===== config.mk =====
export PLATFORM = sky130hd
export DESIGN_NAME = com_uart
export DESIGN_NICKNAME = d
export VERILOG_FILES = /design/src/rtl/com_uart_pkg.sv /design/src/rtl/com_uart_rx.sv /design/src/rtl/com_uart.sv
export SDC_FILE = /design/constraint.sdc
export NUM_CORES = 1
export LEC_CHECK = 0
export ABC_AREA = 1
export ABC_CLOCK_PERIOD_IN_PS = 1300
export CAP_MARGIN = 20
export CORE_MARGIN = 2
export CORE_UTILIZATION = 44
export CTS_CLUSTER_SIZE = 28
export DETAILED_ROUTE_END_ITERATION = 7
export HOLD_SLACK_MARGIN = 0.12
export PLACE_DENSITY = 0.66
export SLEW_MARGIN = 40
export SYNTH_ARGS = -nofsm -noshare
export SYNTH_HDL_FRONTEND = slang
export SYNTH_SLANG_ARGS = --single-unit

===== constraint.sdc =====
create_clock -name clk50M -period 1.3 [get_ports clk50M]
set_input_delay 0.325 -clock clk50M [delete_from_list [all_inputs] [get_ports clk50M]]
set_output_delay 0.325 -clock clk50M [all_outputs]
set_load 0.005 [all_outputs]

===== src/rtl/com_uart_pkg.sv =====
// Shared types and helpers for the com_uart serial port.
// Holds the TX/RX state encoding and bit-timing arithmetic.
package com_uart_pkg;

    typedef enum logic [1:0] {
        ST_IDLE  = 2'd0,
        ST_START = 2'd1,
        ST_DATA  = 2'd2,
        ST_STOP  = 2'd3
    } uart_state_t;

    function automatic int clks_per_bit(
        input int clk_freq,
        input int baud
    );
        return clk_freq / baud;
    endfunction

    // Counter only ever reaches CLKS_PER_BIT-1, so $clog2 bits suffice.
    function automatic int cnt_width(input int cpb);
        return (cpb > 1) ? $clog2(cpb) : 1;
    endfunction

endpackage


===== src/rtl/com_uart_rx.sv =====
// Receive half of com_uart: synchronizer, framing FSM and a
// one-cycle strobe when a byte with a valid stop bit completes.
module com_uart_rx
    import com_uart_pkg::*;
#(
    parameter int CPB = 16
) (
    input  logic       clk,
    input  logic       rst_n,
    input  logic       rxd,
    output logic [7:0] data,
    output logic       valid
);

    localparam int CW = cnt_width(CPB);
    localparam logic [CW-1:0] CNT_LAST  = CW'(CPB - 1);
    localparam logic [CW-1:0] HALF_LAST = CW'(CPB / 2 - 1);

    logic [1:0]    sync_q;
    logic          rxd_s;
    logic          prev_q;
    logic          fall;

    uart_state_t   state_q, state_d;
    logic [CW-1:0] cnt_q, cnt_d;
    logic [2:0]    bit_q, bit_d;
    logic [7:0]    shreg_q, shreg_d;
    logic          cnt_last;

    assign rxd_s    = sync_q[1];
    assign fall     = prev_q & ~rxd_s;
    assign cnt_last = (cnt_q == CNT_LAST);

    always_ff @(posedge clk or negedge rst_n) begin
        if (!rst_n) begin
            sync_q  <= 2'b11;
            prev_q  <= 1'b1;
            state_q <= ST_IDLE;
            cnt_q   <= '0;
            bit_q   <= '0;
            shreg_q <= '0;
        end else begin
            sync_q  <= {sync_q[0], rxd};
            prev_q  <= rxd_s;
            state_q <= state_d;
            cnt_q   <= cnt_d;
            bit_q   <= bit_d;
            shreg_q <= shreg_d;
        end
    end

    always_comb begin
        state_d = state_q;
        cnt_d   = cnt_q + 1'b1;
        bit_d   = bit_q;
        shreg_d = shreg_q;
        unique case (state_q)
            ST_IDLE: begin
                cnt_d = '0;
                bit_d = '0;
                if (fall) state_d = ST_START;
            end
            ST_START: begin
                // Mid-start check rejects glitches shorter than half a bit.
                if (cnt_q == HALF_LAST) begin
                    cnt_d   = '0;
                    state_d = rxd_s ? ST_IDLE : ST_DATA;
                end
            end
            ST_DATA: begin
                if (cnt_last) begin
                    cnt_d   = '0;
                    shreg_d = {rxd_s, shreg_q[7:1]};
                    bit_d   = bit_q + 3'd1;
                    if (bit_q == 3'd7) state_d = ST_STOP;
                end
            end
            ST_STOP: begin
                if (cnt_last) begin
                    cnt_d   = '0;
                    state_d = ST_IDLE;
                end
            end
            default: state_d = ST_IDLE;
        endcase
    end

    always_comb begin
        valid = 1'b0;
        unique case (1'b1)
            (state_q == ST_STOP): valid = cnt_last & rxd_s;
            default:              valid = 1'b0;
        endcase
    end

    assign data = shreg_q;

endmodule


===== src/rtl/com_uart.sv =====
// 8N1 UART with a byte-wide host port, level read interrupt
// and sticky overrun; transmitter and host flags live here.
module com_uart
    import com_uart_pkg::*;
#(
    parameter int CLK_FREQ = 50000000,
    parameter int BAUD     = 115200
) (
    input  logic       clk50M,
    input  logic       rst_n,
    input  logic [7:0] com_data_out,
    input  logic       enable_com_write,
    output logic [7:0] com_data_in,
    output logic       com_read_ready,
    output logic       com_write_ready,
    input  logic       int_com_ack,
    input  logic       uart_rxd,
    output logic       uart_txd,
    output logic       com_overrun
);

    localparam int CPB = clks_per_bit(CLK_FREQ, BAUD);
    localparam int CW  = cnt_width(CPB);
    localparam logic [CW-1:0] CNT_LAST = CW'(CPB - 1);

    uart_state_t   tx_state_q, tx_state_d;
    logic [CW-1:0] tx_cnt_q, tx_cnt_d;
    logic [2:0]    tx_bit_q, tx_bit_d;
    logic [7:0]    tx_shreg_q, tx_shreg_d;
    logic          tx_cnt_last;

    logic [7:0]    rx_data;
    logic          rx_valid;

    assign tx_cnt_last = (tx_cnt_q == CNT_LAST);

    always_ff @(posedge clk50M or negedge rst_n) begin
        if (!rst_n) begin
            tx_state_q <= ST_IDLE;
            tx_cnt_q   <= '0;
            tx_bit_q   <= '0;
            tx_shreg_q <= '0;
        end else begin
            tx_state_q <= tx_state_d;
            tx_cnt_q   <= tx_cnt_d;
            tx_bit_q   <= tx_bit_d;
            tx_shreg_q <= tx_shreg_d;
        end
    end

    always_comb begin
        tx_state_d = tx_state_q;
        tx_cnt_d   = tx_cnt_q + 1'b1;
        tx_bit_d   = tx_bit_q;
        tx_shreg_d = tx_shreg_q;
        unique case (tx_state_q)
            ST_IDLE: begin
                tx_cnt_d = '0;
                tx_bit_d = '0;
                if (enable_com_write) begin
                    tx_shreg_d = com_data_out;
                    tx_state_d = ST_START;
                end
            end
            ST_START: begin
                if (tx_cnt_last) begin
                    tx_cnt_d   = '0;
                    tx_state_d = ST_DATA;
                end
            end
            ST_DATA: begin
                if (tx_cnt_last) begin
                    tx_cnt_d = '0;
                    tx_bit_d = tx_bit_q + 3'd1;
                    if (tx_bit_q == 3'd7) tx_state_d = ST_STOP;
                end
            end
            ST_STOP: begin
                if (tx_cnt_last) begin
                    tx_cnt_d   = '0;
                    tx_state_d = ST_IDLE;
                end
            end
            default: tx_state_d = ST_IDLE;
        endcase
    end

    always_comb begin
        uart_txd        = 1'b1;
        com_write_ready = 1'b0;
        unique case (1'b1)
            (tx_state_q == ST_IDLE):  com_write_ready = 1'b1;
            (tx_state_q == ST_START): uart_txd = 1'b0;
            (tx_state_q == ST_DATA):  uart_txd = tx_shreg_q[tx_bit_q];
            default:                  uart_txd = 1'b1;
        endcase
    end

    com_uart_rx #(
        .CPB (CPB)
    ) u_rx (
        .clk   (clk50M),
        .rst_n (rst_n),
        .rxd   (uart_rxd),
        .data  (rx_data),
        .valid (rx_valid)
    );

    // A completing byte takes priority over a simultaneous ack.
    always_ff @(posedge clk50M or negedge rst_n) begin
        if (!rst_n) begin
            com_data_in    <= '0;
            com_read_ready <= 1'b0;
            com_overrun    <= 1'b0;
        end else if (rx_valid) begin
            com_data_in    <= rx_data;
            com_read_ready <= 1'b1;
            if (com_read_ready && !int_com_ack) com_overrun <= 1'b1;
        end else if (int_com_ack) begin
            com_read_ready <= 1'b0;
            com_overrun    <= 1'b0;
        end
    end

endmodule


Word-level counts from Yosys, hierarchy flattened:

Cells that the tools add are included.
Widths: inputs -> output; s select.

* flip-flop bits (word level): 57
* input bits: 13

* add/subtract/negate cells: 4
* $lt $le $gt $ge: 1
* eq/ne operators: 22
* muxes and demuxes: 31
* bitwise gates (word level): 3
* reductions and logical operators: 16

Operators with widths (count)
* $mux 9: 3
* $pmux 9 s3: 1
* $mux 2: 11
* $add 9x1->9 const B: 2
* $eq 9x9->1 const B: 2
* $pmux 9 s2: 1
* $pmux 2 s4: 2
* $ne 2x1->1 const B: 6
* $pmux 3 s2: 2
* $ne 2x2->1 const B: 5
* $reduce_and 2->1: 5
* $reduce_and 5->1: 2
* $eq 9x8->1 const B: 1
* $eq 2x2->1 const B: 4
* $mux 1: 7
* $add 3x1->3 const B: 2
* $eq 3x3->1 const B: 2
* $mux 3: 2
* $reduce_bool 2->1: 3
* $eq 2x1->1 const B: 2
* $logic_not 2->1: 2
* $lt 3x4->1 const B: 1
* $bmux 1 s3: 1
* $reduce_or 3->1: 1
* other kinds (6): 7

Longest topological paths before layout:

* depth in word-level cells: 5
* mapped depth: 10
* depth with buffers taken out: 10

Cells and area by module:

From an unflattened synthesis, not the netlist that was laid out.

* cell total of the unflattened synthesis: 323
* area total of the unflattened synthesis: 2817.7 um2

By module, submodules not included
* com_uart: times used 1, cells each 191, area an instance 1620.3 um2
* com_uart_rx: times used 1, cells each 132, area an instance 1197.4 um2

Worst setup path after synthesis:

OpenSTA, ideal clock, no wires.

* path type: register -> register
* start: register tx_state_q[0]
* end: register tx_state_q[0]
* arrival time: 1314 ps
* slack: -131 ps
* cell stages (with the launch flop): 10
* path buffers: 0
* clock period less this slack: 1431 ps
* path through: dfrtp_1 > inv_1 > ha_1 > inv_1 > nand2_1 > or2_2 > nand2_1 > nand2_1 > nand2_1 > nand2_1

* cells in the longest elaborated chain, start to end: 3
* elaborated cells between the ends (all ways): 11
* those cells by class: 8 x eq/ne; 1 x mux; 2 x reduce/logical

RTL lines
* from (decl): RTL line com_uart.sv:26 `uart_state_t tx_state_q, tx_state_d;`
* from (signal assigned): RTL line com_uart.sv:44 `tx_state_q <= tx_state_d;`
* $eq 2x2->1 (tied with other cells): RTL line com_uart.sv:56 `unique case (tx_state_q)`
* $ne 2x2->1 (no source line)
* $reduce_and 5->1 (no source line)

Parallel ways exist; a longest one is shown, timed or not.
A chain may end at the register's enable or synchronous reset.

Worst setup path after layout:

* start: register tx_bit_q[0]
* end: output uart_txd

* cells in the longest elaborated chain, start to end: 3

RTL lines
* from (decl): RTL line com_uart.sv:28 `logic [2:0] tx_bit_q, tx_bit_d;`
* from (signal assigned): RTL line com_uart.sv:46 `tx_bit_q <= tx_bit_d;`
* $bmux 1 s3: RTL line com_uart.sv:94 `(tx_state_q == ST_DATA): uart_txd = tx_shreg_q[tx_bit_q];`
* $mux 1 (not written as such): RTL line com_uart.sv:94
* $pmux 1 s2: RTL line com_uart.sv:91 `unique case (1'b1)`
* to (decl): RTL line com_uart.sv:18 `output logic uart_txd,`

No other way between the ends. The select of a mux whose other input is x is not followed.

==> impl_results.md <==
- Worst r2r path cells: 10
- Syn Inst Count: 308
- Final Max Slew Viols: 0
- Synthesized flop and latch total: 57
- Avg Cell Area, Syn: 9.067 um^2
- Layout cell share with drive strength beyond 1: 53.10%
- # diodes: 0
- R2r setup slk: -0.24 ns
- Top area cells in the synthesized netlist: dfrtp_1 48%, nand2_1 9.5%, ha_1 6.3%, inv_1 5.5%, nor2_1 5.5%
- First-pass GRT wire length: 9818 um
- DIE HEIGHT: 83.67 um
- Vias post-DR: 2306
- Final WS setup: -0.3962 ns
- Fill count: 462
- Buf+Inv Stages, Crit Path: 1
- CP max stage delay: 0.45 ns
- Share of the synthesized area in the top cell type: 48.39%
- Asr flop ratio synth: 100.0%
- Worst-Margin Slew: 0.4207 ns
- CTS H-Tree Depth: 3
- Clock skew: 0.008214 ns
- Pin count of the biggest net entering global routing: 58
- Clock buffers created by TritonCTS: 9
- Fin crit period: 1.696 ns
- Core Util, Final: 69.63%
- Yosys warning total: 0
- DIE WIDTH: 83.67 um
- Clock root buffer: clkbuf_8
- Max-cap violations: 0
- Hold depth: 0
- EDFF count, synth: 0
- Final Cycle Share: 130.5%
- Setup CP Type: register to output port
- RSZ-0062 raised after global routing: true
- Initial DRC Count: 56
- Hold path startpoint: u_rx.sync_q[0]
- Crit path DAT: 1.37 ns
- WL final: 6102 um
- Worst-path cell chain: nor2_1, nor2_1, o21ai_0, nand3_1, nand3_1, nand2_1, buf_2
- CTS Buffer Depth: 2
- Setup crit start kind: register
- Post-Synthesis Net Count: 335
- CP Max Fanout: 6
- DP Cell Count: 447
- Port bufs: 24
- Final setup vio count: 52
- Grt ovf: 0
- Mapped cell area: 0.002793 mm^2
- Clk slew on worst S/H paths: 0.07 ns
- Layout area overhead: 55.60%
- Yosys cell types: 26
- All-layer global routing usage: 17.45%
- DP HPWL: 3400 um
- Total power: 7304 uW
- Worst VDD drop: 1.412 mV
- Die ar.: 0.007001 mm^2
- Hold WS: 0.3582 ns
- CORE AREA: 0.006241 mm^2
- Power per cell area: 1681 mW/mm^2
- Worst-Skew Late Latency: 0.34 ns
- Critical path data required time: 0.98 ns
- Drt drc: 0
- Sink Count: 57
- Final ANT Viol Nets: 0
- Max Freq: 589.6 MHz
- Starting Density: 44.75%
- Sequential share of the synthesized area: 51.21%
- I/O pin count: 25
- Hold Path Sink: u_rx.sync_q[1]
- Nets: 425
- Layout Cells excl Fill: 480
- CTS tree: yes
- HP Class: register to register
- CP max-delay cell: dfrtp_2
- Vias in the first global route: 2285
- Yosys top cell by area: dfrtp_1
- Synth Flop Type: dfrtp_1
- Failing checks: setup timing
- Final hold vios: 0
- Via density per instance: 4.804
- Initial antenna violation count: 0
- P_leak: 0.001993 uW
- DRT Pass-1 Iters: 4
- Drt wl/cell: 12.71 um
- RR Endpoint: tx_state_q[1]
- Slew HR: 71.89%
- Top delay family on crit path: flip-flops
- # rows: 29
- R2r startpoint: tx_state_q[1]
- Status: finished with violations
- Crit. End Element: output port
- Placer congestion estimate: 0.8116
==> worst max-delay path by stage <==
stage | from | endpoint | slack [ns] | cells past startpoint
floorplan | u_rx.cnt_q[1] | com_data_in[6] | -0.02 | 10
global placement | tx_bit_q[0] | uart_txd | -0.37 | 7
detailed placement | tx_bit_q[0] | uart_txd | -0.41 | 7
CTS | tx_bit_q[0] | uart_txd | -0.39 | 7
global route | tx_bit_q[0] | uart_txd | -0.50 | 7
finish | tx_bit_q[0] | uart_txd | -0.40 | 7
==> final cells by class <==
cell class | instances | area (um^2) | share of cell area, %
Multi-Input combinational cell | 209 | 1762 | 40.54
Sequential cell | 57 | 1434 | 33.00
Timing Repair Buffer | 78 | 704.4 | 16.21
Inverter | 43 | 186.4 | 4.290
Tap cell | 77 | 96.34 | 2.217
Clock buffer | 10 | 127.6 | 2.937
Clock inverter | 6 | 35.03 | 0.8062
==> cell families (layout without fill, tap and decap cells) <==
logic type | Yosys count | after routing | share of synthesized area (%)
muxes | 7 | 7 | 2.823
adders and majority gates | 14 | 14 | 6.272
AOI/OAI and AO/OA | 28 | 28 | 7.213
xor gates and xnor gates | 7 | 7 | 2.195
buffers and inverters | 46 | 137 | 7.079
and+or+nand+nor | 149 | 153 | 23.21
DFF | 57 | 57 | 51.21
==> through the flow <==
step	TNS [ns]	setup WS, ns	cell area [um^2]
floorplan	-0.05857	-0.01600	2833
finish	-3.290	-0.3962	4345
detailed placement	-7.006	-0.4060	3451
global route	-6.957	-0.5036	4345
global placement	-6.043	-0.3696	3451
CTS	-3.741	-0.3865	4016
==> report_power, final <==
| group | leakage (uW) | internal [uW] | switching [uW] |
|---|---|---|---|
| registers | 0.000747 | 2090 | 265 |
| logic | 0.00116 | 1740 | 1820 |
| clock network | 0.0000818 | 676 | 721 |
==> Yosys cell counts (2+ instances only) <==
cell and count:
nor3_1 5, nand3_1 18, dfrtp_1 54, nand2_2 3
a21oi_1 4, buf_6 3, inv_1 41, o21ai_2 16
nand2_4 2, nor2_1 41, xor2_1 5, o21ai_0 7
dfstp_2 3, xnor2_1 2, nand2_1 71, ha_1 14
mux2_2 7, nand4_1 4
==> routing by layer <==
layer  up-vias  part of all wire (%)  track usage [%]
met1      1109                    44            21.74
met5         -                     0                0
met2        34                    51            29.09
met4         0                   1.5            6.305
li1       1155                     -                -
met3         8                   3.3            4.847
==> registers in the layout, indices dropped and copies added, names as in the netlist, 2 cells and up, named ones only <==
register / cells
tx_state_q: 2
u_rx.bit_q: 3
u_rx.sync_q: 2
tx_shreg_q: 8
com_data_in: 8
u_rx.cnt_q: 9
tx_bit_q: 3
u_rx.data: 8
tx_cnt_q: 9
==> repair_timing <==
action	CTS	global route
buffers inserted	8	4
resized for setup	112	84
hold buffers	1	0
pin swaps	28	25
cloned	3	1
endpoints found under the hold margin	54	0
endpoints found under the setup margin	65	56
==> layout by cell type (no fill, tap or decap), drive strengths merged, types with 3 or more instances in the layout <==
master         synthesis  routed
nand3                 19      19
buf                    3      56
a21oi                  4       4
o21ai                 23      23
nand4                  4       4
nand2                 76      80
inv                   43      42
clkinv                 0       5
nor3                   6       6
clkbuf                 0      13
xor2                   5       5
clkdlybuf4s15          0       7
dfstp                  3       3
mux2                   7       7
clkdlybuf4s50          0      11
dfrtp                 54      54
nor2                  42      42
ha                    14      14
(Power assumes the default switching activity.)
